**config.mk**
```make
export PLATFORM = sky130hd
export DESIGN_NAME = irq_arbiter
export DESIGN_NICKNAME = d
export VERILOG_FILES = /design/src/rtl/irq_pkg.sv /design/src/rtl/irq_prio_enc.sv /design/src/rtl/irq_arbiter.sv
export SDC_FILE = /design/constraint.sdc
export NUM_CORES = 1
export LEC_CHECK = 0
export BUFFER_PORTS_ARGS = -buffer_cell sky130_fd_sc_hd__buf_2
export CELL_PAD_IN_SITES_DETAIL_PLACEMENT = 0
export CELL_PAD_IN_SITES_GLOBAL_PLACEMENT = 1
export CORE_MARGIN = 3
export CORE_UTILIZATION = 38
export CTS_BUF_LIST = sky130_fd_sc_hd__clkbuf_8
export DETAILED_ROUTE_END_ITERATION = 10
export GPL_TIMING_DRIVEN = 0
export HOLD_SLACK_MARGIN = 0.06
export PLACE_DENSITY_LB_ADDON = 0.08
export SLEW_MARGIN = 10
export SYNTH_ARGS = -nofsm -noshare
export SYNTH_HDL_FRONTEND = slang
export SYNTH_SLANG_ARGS = --single-unit
```
**constraint.sdc**
```tcl
create_clock -name clk -period 1.4 [get_ports clk]
set_input_delay 0.07 -clock clk [delete_from_list [all_inputs] [get_ports clk]]
set_output_delay 0.07 -clock clk [all_outputs]
set_load 0.01 [all_outputs]
```
**src/rtl/irq_pkg.sv**
```systemverilog
// ---------------------------------------------------------------------------
// irq_pkg
//   Shared types and constants for the interrupt arbiter.
//   - irq_state_e  : arbiter FSM state encoding (IDLE, REQ, SERVICE)
//   - IRQ_MASK_RST : per-bit reset value of the enable mask (all sources enabled)
// ---------------------------------------------------------------------------
package irq_pkg;

  typedef enum logic [1:0] {
    IDLE    = 2'd0,
    REQ     = 2'd1,
    SERVICE = 2'd2
  } irq_state_e;

  // Replicated to NUM_SRC bits by the user, so every source starts enabled.
  localparam logic IRQ_MASK_RST = 1'b1;

endpackage

```
**src/rtl/irq_prio_enc.sv**
```systemverilog
// ---------------------------------------------------------------------------
// irq_prio_enc
//   Combinational lowest-index priority encoder.
//   Ports:
//     req   in  NUM_SRC  request vector
//     valid out 1        any request bit set
//     idx   out ID_W     index of the lowest set request bit (0 when none)
// ---------------------------------------------------------------------------
module irq_prio_enc
  import irq_pkg::*;
#(
  parameter int NUM_SRC = 8,
  localparam int ID_W = $clog2(NUM_SRC)
) (
  input  logic [NUM_SRC-1:0] req,
  output logic               valid,
  output logic [ID_W-1:0]    idx
);

  always_comb begin
    valid = |req;
    idx   = '0;
    // Scan from the top down so the lowest set index is the final assignment.
    for (int i = NUM_SRC - 1; i >= 0; i--) begin
      if (req[i]) begin
        idx = ID_W'(i);
      end
    end
  end

endmodule

```
**src/rtl/irq_arbiter.sv**
```systemverilog
// ---------------------------------------------------------------------------
// irq_arbiter
//   N-source interrupt arbiter driving the core's single interrupt input.
//   Rising edges on src latch pending bits; the lowest-index pending and
//   enabled source is requested and held until irq_ack, after which further
//   requests are blocked until irq_done (mret).
//
//   Build option: define IRQ_SYNC_EN to pass every src bit through a 2-flop
//   synchroniser before edge detection (adds 2 cycles of latency). Without it
//   src must already be synchronous to clk.
//
//   Ports:
//     clk          in   1        rising-edge clock
//     reset        in   1        asynchronous, active-high; clears all state
//     src          in   NUM_SRC  raw interrupt lines, rising-edge sensitive
//     en_we        in   1        enable-mask write strobe
//     en_wdata     in   NUM_SRC  new enable mask
//     irq_ack      in   1        core took the trap (acts only in REQ)
//     irq_done     in   1        core executed mret (acts only in SERVICE)
//     interrupt    out  1        request to core, decoded from state register
//     irq_id       out  ID_W     requested / in-service source index
//     irq_pending  out  NUM_SRC  pending register
//     irq_mask     out  NUM_SRC  current enable mask
//     busy         out  1        handler in progress (SERVICE)
// ---------------------------------------------------------------------------
module irq_arbiter
  import irq_pkg::*;
#(
  parameter int NUM_SRC = 8,
  localparam int ID_W = $clog2(NUM_SRC)
) (
  input  logic               clk,
  input  logic               reset,
  input  logic [NUM_SRC-1:0] src,
  input  logic               en_we,
  input  logic [NUM_SRC-1:0] en_wdata,
  input  logic               irq_ack,
  input  logic               irq_done,
  output logic               interrupt,
  output logic [ID_W-1:0]    irq_id,
  output logic [NUM_SRC-1:0] irq_pending,
  output logic [NUM_SRC-1:0] irq_mask,
  output logic               busy
);

  irq_state_e         r_state;
  logic [ID_W-1:0]    r_irq_id;
  logic [NUM_SRC-1:0] r_prev;
  logic [NUM_SRC-1:0] r_pend;
  logic [NUM_SRC-1:0] r_mask;

  logic [NUM_SRC-1:0] w_src_s;
  logic [NUM_SRC-1:0] w_edge;
  logic [NUM_SRC-1:0] w_clr;
  logic               w_ack_take;
  logic               w_sel_valid;
  logic [ID_W-1:0]    w_sel_idx;

`ifdef IRQ_SYNC_EN
  logic [NUM_SRC-1:0] r_sync1;
  logic [NUM_SRC-1:0] r_sync2;

  always_ff @(posedge clk or posedge reset) begin
    if (reset) begin
      r_sync1 <= '0;
      r_sync2 <= '0;
    end else begin
      r_sync1 <= src;
      r_sync2 <= r_sync1;
    end
  end

  assign w_src_s = r_sync2;
`else
  assign w_src_s = src;
`endif

  assign w_edge     = w_src_s & ~r_prev;
  assign w_ack_take = (r_state == REQ) && irq_ack;

  // One-hot clear of the acknowledged source.
  for (genvar gi = 0; gi < NUM_SRC; gi++) begin : g_clr
    assign w_clr[gi] = w_ack_take && (r_irq_id == ID_W'(gi));
  end

  // Edge history, pending and mask registers. Set is applied after clear so a
  // new edge on the ack cycle keeps the bit pending.
  always_ff @(posedge clk or posedge reset) begin
    if (reset) begin
      r_prev <= '0;
      r_pend <= '0;
      r_mask <= {NUM_SRC{IRQ_MASK_RST}};
    end else begin
      r_prev <= w_src_s;
      r_pend <= (r_pend & ~w_clr) | w_edge;
      if (en_we) begin
        r_mask <= en_wdata;
      end
    end
  end

  // Masked sources stay pending but are invisible to arbitration.
  irq_prio_enc #(
    .NUM_SRC (NUM_SRC)
  ) u_prio_enc (
    .req   (r_pend & r_mask),
    .valid (w_sel_valid),
    .idx   (w_sel_idx)
  );

  always_ff @(posedge clk or posedge reset) begin
    if (reset) begin
      r_state  <= IDLE;
      r_irq_id <= '0;
    end else begin
      case (r_state)
        IDLE: begin
          if (w_sel_valid) begin
            r_irq_id <= w_sel_idx;
            r_state  <= REQ;
          end
        end
        // The request is latched; a later mask change does not withdraw it.
        REQ: begin
          if (irq_ack) begin
            r_state <= SERVICE;
          end
        end
        SERVICE: begin
          if (irq_done) begin
            r_state <= IDLE;
          end
        end
        default: r_state <= IDLE;
      endcase
    end
  end

  // Pure decodes of the state register: no input-to-output combinational path.
  assign interrupt   = (r_state == REQ);
  assign busy        = (r_state == SERVICE);
  assign irq_id      = r_irq_id;
  assign irq_pending = r_pend;
  assign irq_mask    = r_mask;

endmodule

```
==> flow_summary.toml <==
[worst_setup_path]
cp_top_family = "buffers and inverters"
crit_top_cell = "o21ai_0"
cp.arrival_ns = 1.45
required_ns = 1.55
crit_path_cell_trace = "dlygate4sd3_1 > buf_2 > nand2_2 > or3_4 > o21ai_0 > o21ai_0"
cp_max_fo = 4
crit_path_end_kind = "flop"
max_stage_delay_ns = 0.52
slowest_stage = "dlygate4sd3_1"
start_kind = "input port"
path_buf_inv = 2
crit_type = "in -> reg"

[sta]
relSlewSlack_pct = 29.8
hold_violations = 0
setup_viol = 0
max_slew.worst_pin.slew_ns = 1.05
post-route-min-period_ns = 1.30
hold_ws_ns = 0.0424
setup_tns_ns = 0
finalClockSkew_ns = 0.00713
finalCritPeriodShare_pct = 93.1
slew_violations = 0
grt_setup_unrepaired = "false"
max_freq_mhz = 767
timing.final.ws_setup_ns = 0.0966

[power]
p_leak_nw = 0.777
finalPower_mw = 2.88
p_per_area_nw_per_um2 = 1700
ir_drop_v = 0.000814

[synth]
synth_edf_count = 0
muxShareOfSynthArea_pct = 7.69
ys_seq_elements = 29
synth_cell_types = 25
ys_seq_area_share_pct = 62.8
synth-main-ff-cell = "dfrtp_1"
async_flop_share_pct = 100
synth_top_family_by_area = "compound AO/OA/AOI/OAI gates"
synth_simple_gate_area_share_pct = 9.51
mappedNetlistNets = 121
synth_compound_area_share_pct = 16.5
syn_inst = 100
yosysWarningCount = 0
synth_xor_area_share_pct = 0
netlist_area_sq_um = 1170
synth_fa_ha_area_share_pct = 0
syn_avg_cell_area_sq_um = 11.7

[clock_network]
cts_tree = "built"
clock_latency_ns = 0.28
path_clk_slew_ns = 0.06
cts_buffers = 5
clock_path_buffers = 2
htreeDepth = 2
clock_sinks = 29
cts_root_buffer = "clkbuf_8"

[grt]
use_met1_pct = 17.7
antenna_found_initial = 0
grt-busiest-layer = "met2"
grt_pass1_wl_um = 4240
grt_overflow_total = 0
use_met2_pct = 27.1
use_met3_pct = 6.92
grt_pass1_vias = 965
grt.total_usage_pct = 16.0
grt_max_degree = 30

[die]
dieHeight_um = 61.5
initial_core_util_pct = 41.1
chipWidth_um = 61.5
boundaryPins = 42
core_sq_um = 2850
dieArea_sq_um = 3780
num_rows = 19

[worst_hold_path]
min_path_type = "in -> async"

[placement]
dpl_cell_area_sq_um = 1410
place_ws_ns = 0.0694
post-place-cells = 171
dp_hpwl_um = 1910
place.gp.congestion = 0.726
port_buffers = 40

[finish]
layout-drive-gt1-share_pct = 40.6
fin_cells = 196
area_delta_synth_final_pct = 45.0
post-route-util_pct = 59.5
diodes = 0
stdcell_area_sq_um = 1700
fillers = 250
layout.nets = 185

[detailed_routing]
initialDrtViolationCount = 37
drc = 0
vias = 967
wl_per_cell_um = 13.7
postRouteAntennaNets = 0
drt-total-wl_um = 2690
via_per_inst = 4.93
first_pass_iters = 4

[flow_run]
cap_violations = 0

[status]
status = "complete, no violations"
==> Yosys cell counts, types with 2 or more instances <==
| cell type | instances | area [sq um] |
|---|---|---|
| o21ai_1 | 2 | 10.0 |
| dfrtp_1 | 21 | 526 |
| a32o_1 | 2 | 20.0 |
| a21oi_1 | 4 | 20.0 |
| inv_1 | 10 | 37.5 |
| a22oi_1 | 4 | 30.0 |
| o21ai_0 | 14 | 70.1 |
| nand2_1 | 9 | 33.8 |
| nor2_1 | 2 | 7.51 |
| dfstp_2 | 8 | 210 |
| mux2_2 | 8 | 90.1 |
| nand2b_1 | 3 | 18.8 |
==> repair_timing <==
| action | in CTS | in global routing |
|---|---|---|
| setup buffers | 0 | 0 |
| setup endpoints to repair | 0 | 2 |
| hold endpoints to repair | 23 | 0 |
| hold buffers | 17 | 0 |
| gates resized for setup | 0 | 1 |
==> state kept, by name, summed over array words and instances (netlist names) <==
| register | flops |
|---|---|
| irq_id | 3 |
| irq_mask | 8 |
| irq_pending | 8 |
| r_prev | 8 |
| r_state | 2 |
==> layout make-up <==
class / instances / area (sq um) / share of cell area, %
buffer: 1 / 3.75 / 0.221
timing repair buffer: 57 / 370 / 21.8
inverter: 10 / 37.5 / 2.21
clock buffer: 6 / 82.6 / 4.86
clock inverter: 2 / 33.8 / 1.99
tap: 31 / 38.8 / 2.28
multi-input combinational: 60 / 394 / 23.2
sequential: 29 / 737 / 43.4
==> layer usage <==
| layer | share of wire, % | wire (um) |
|---|---|---|
| met5 | 0 | 0 |
| met4 | 1.3 | 35 |
| met3 | 4.4 | 117 |
| met2 | 51 | 1380 |
| met1 | 43 | 1160 |
==> worst reg2reg max path, stage by stage, from the launching register on <==
cell,delay (ns)
dfrtp_1,0.43
or3_4,0.42
o21ai_0,0.20
o21ai_0,0.12
==> power breakdown <==
group / internal, mW / switching, mW
Sequential: 1.04 / 0.218
Combinational: 0.365 / 0.394
Clock: 0.572 / 0.295
Total: 1.97 / 0.907
==> final timing paths <==
| kind | start | to | slack (ns) | depth (start not counted) |
|---|---|---|---|---|
| worst min register to register | r_prev[5] | irq_pending[5] | 0.41 | 1 |
| worst min-delay path | reset | r_prev[2] | 0.04 | 2 |
| max in group asynchronous | reset | r_state[0] | 0.64 | 2 |
| min in group clk | irq_done | r_state[1] | 0.07 | 3 |
| worst max register to register | r_state[1] | irq_pending[2] | 0.11 | 3 |
| worst max-delay path | irq_ack | irq_pending[2] | 0.1 | 6 |
==> cell usage in the layout (no fill, tap or decap), types with 2 or more instances in the layout <==
cell,instances
nand2b_1,3
o21ai_1,2
dfstp_2,8
a22oi_1,4
mux2_2,8
nor2_1,2
nand2_1,9
clkbuf_8,6
o21ai_0,14
dlygate4sd3_1,17
a21oi_1,4
dfrtp_1,20
inv_1,11
a32o_1,2
buf_2,40
==> kinds of logic after synthesis <==
family | count (synthesis)
AOI/OAI and AO/OA | 31
buffers and inverters | 11
DFF | 29
muxes | 8
and+or+nand+nor | 21
(Power assumes the default switching activity.)
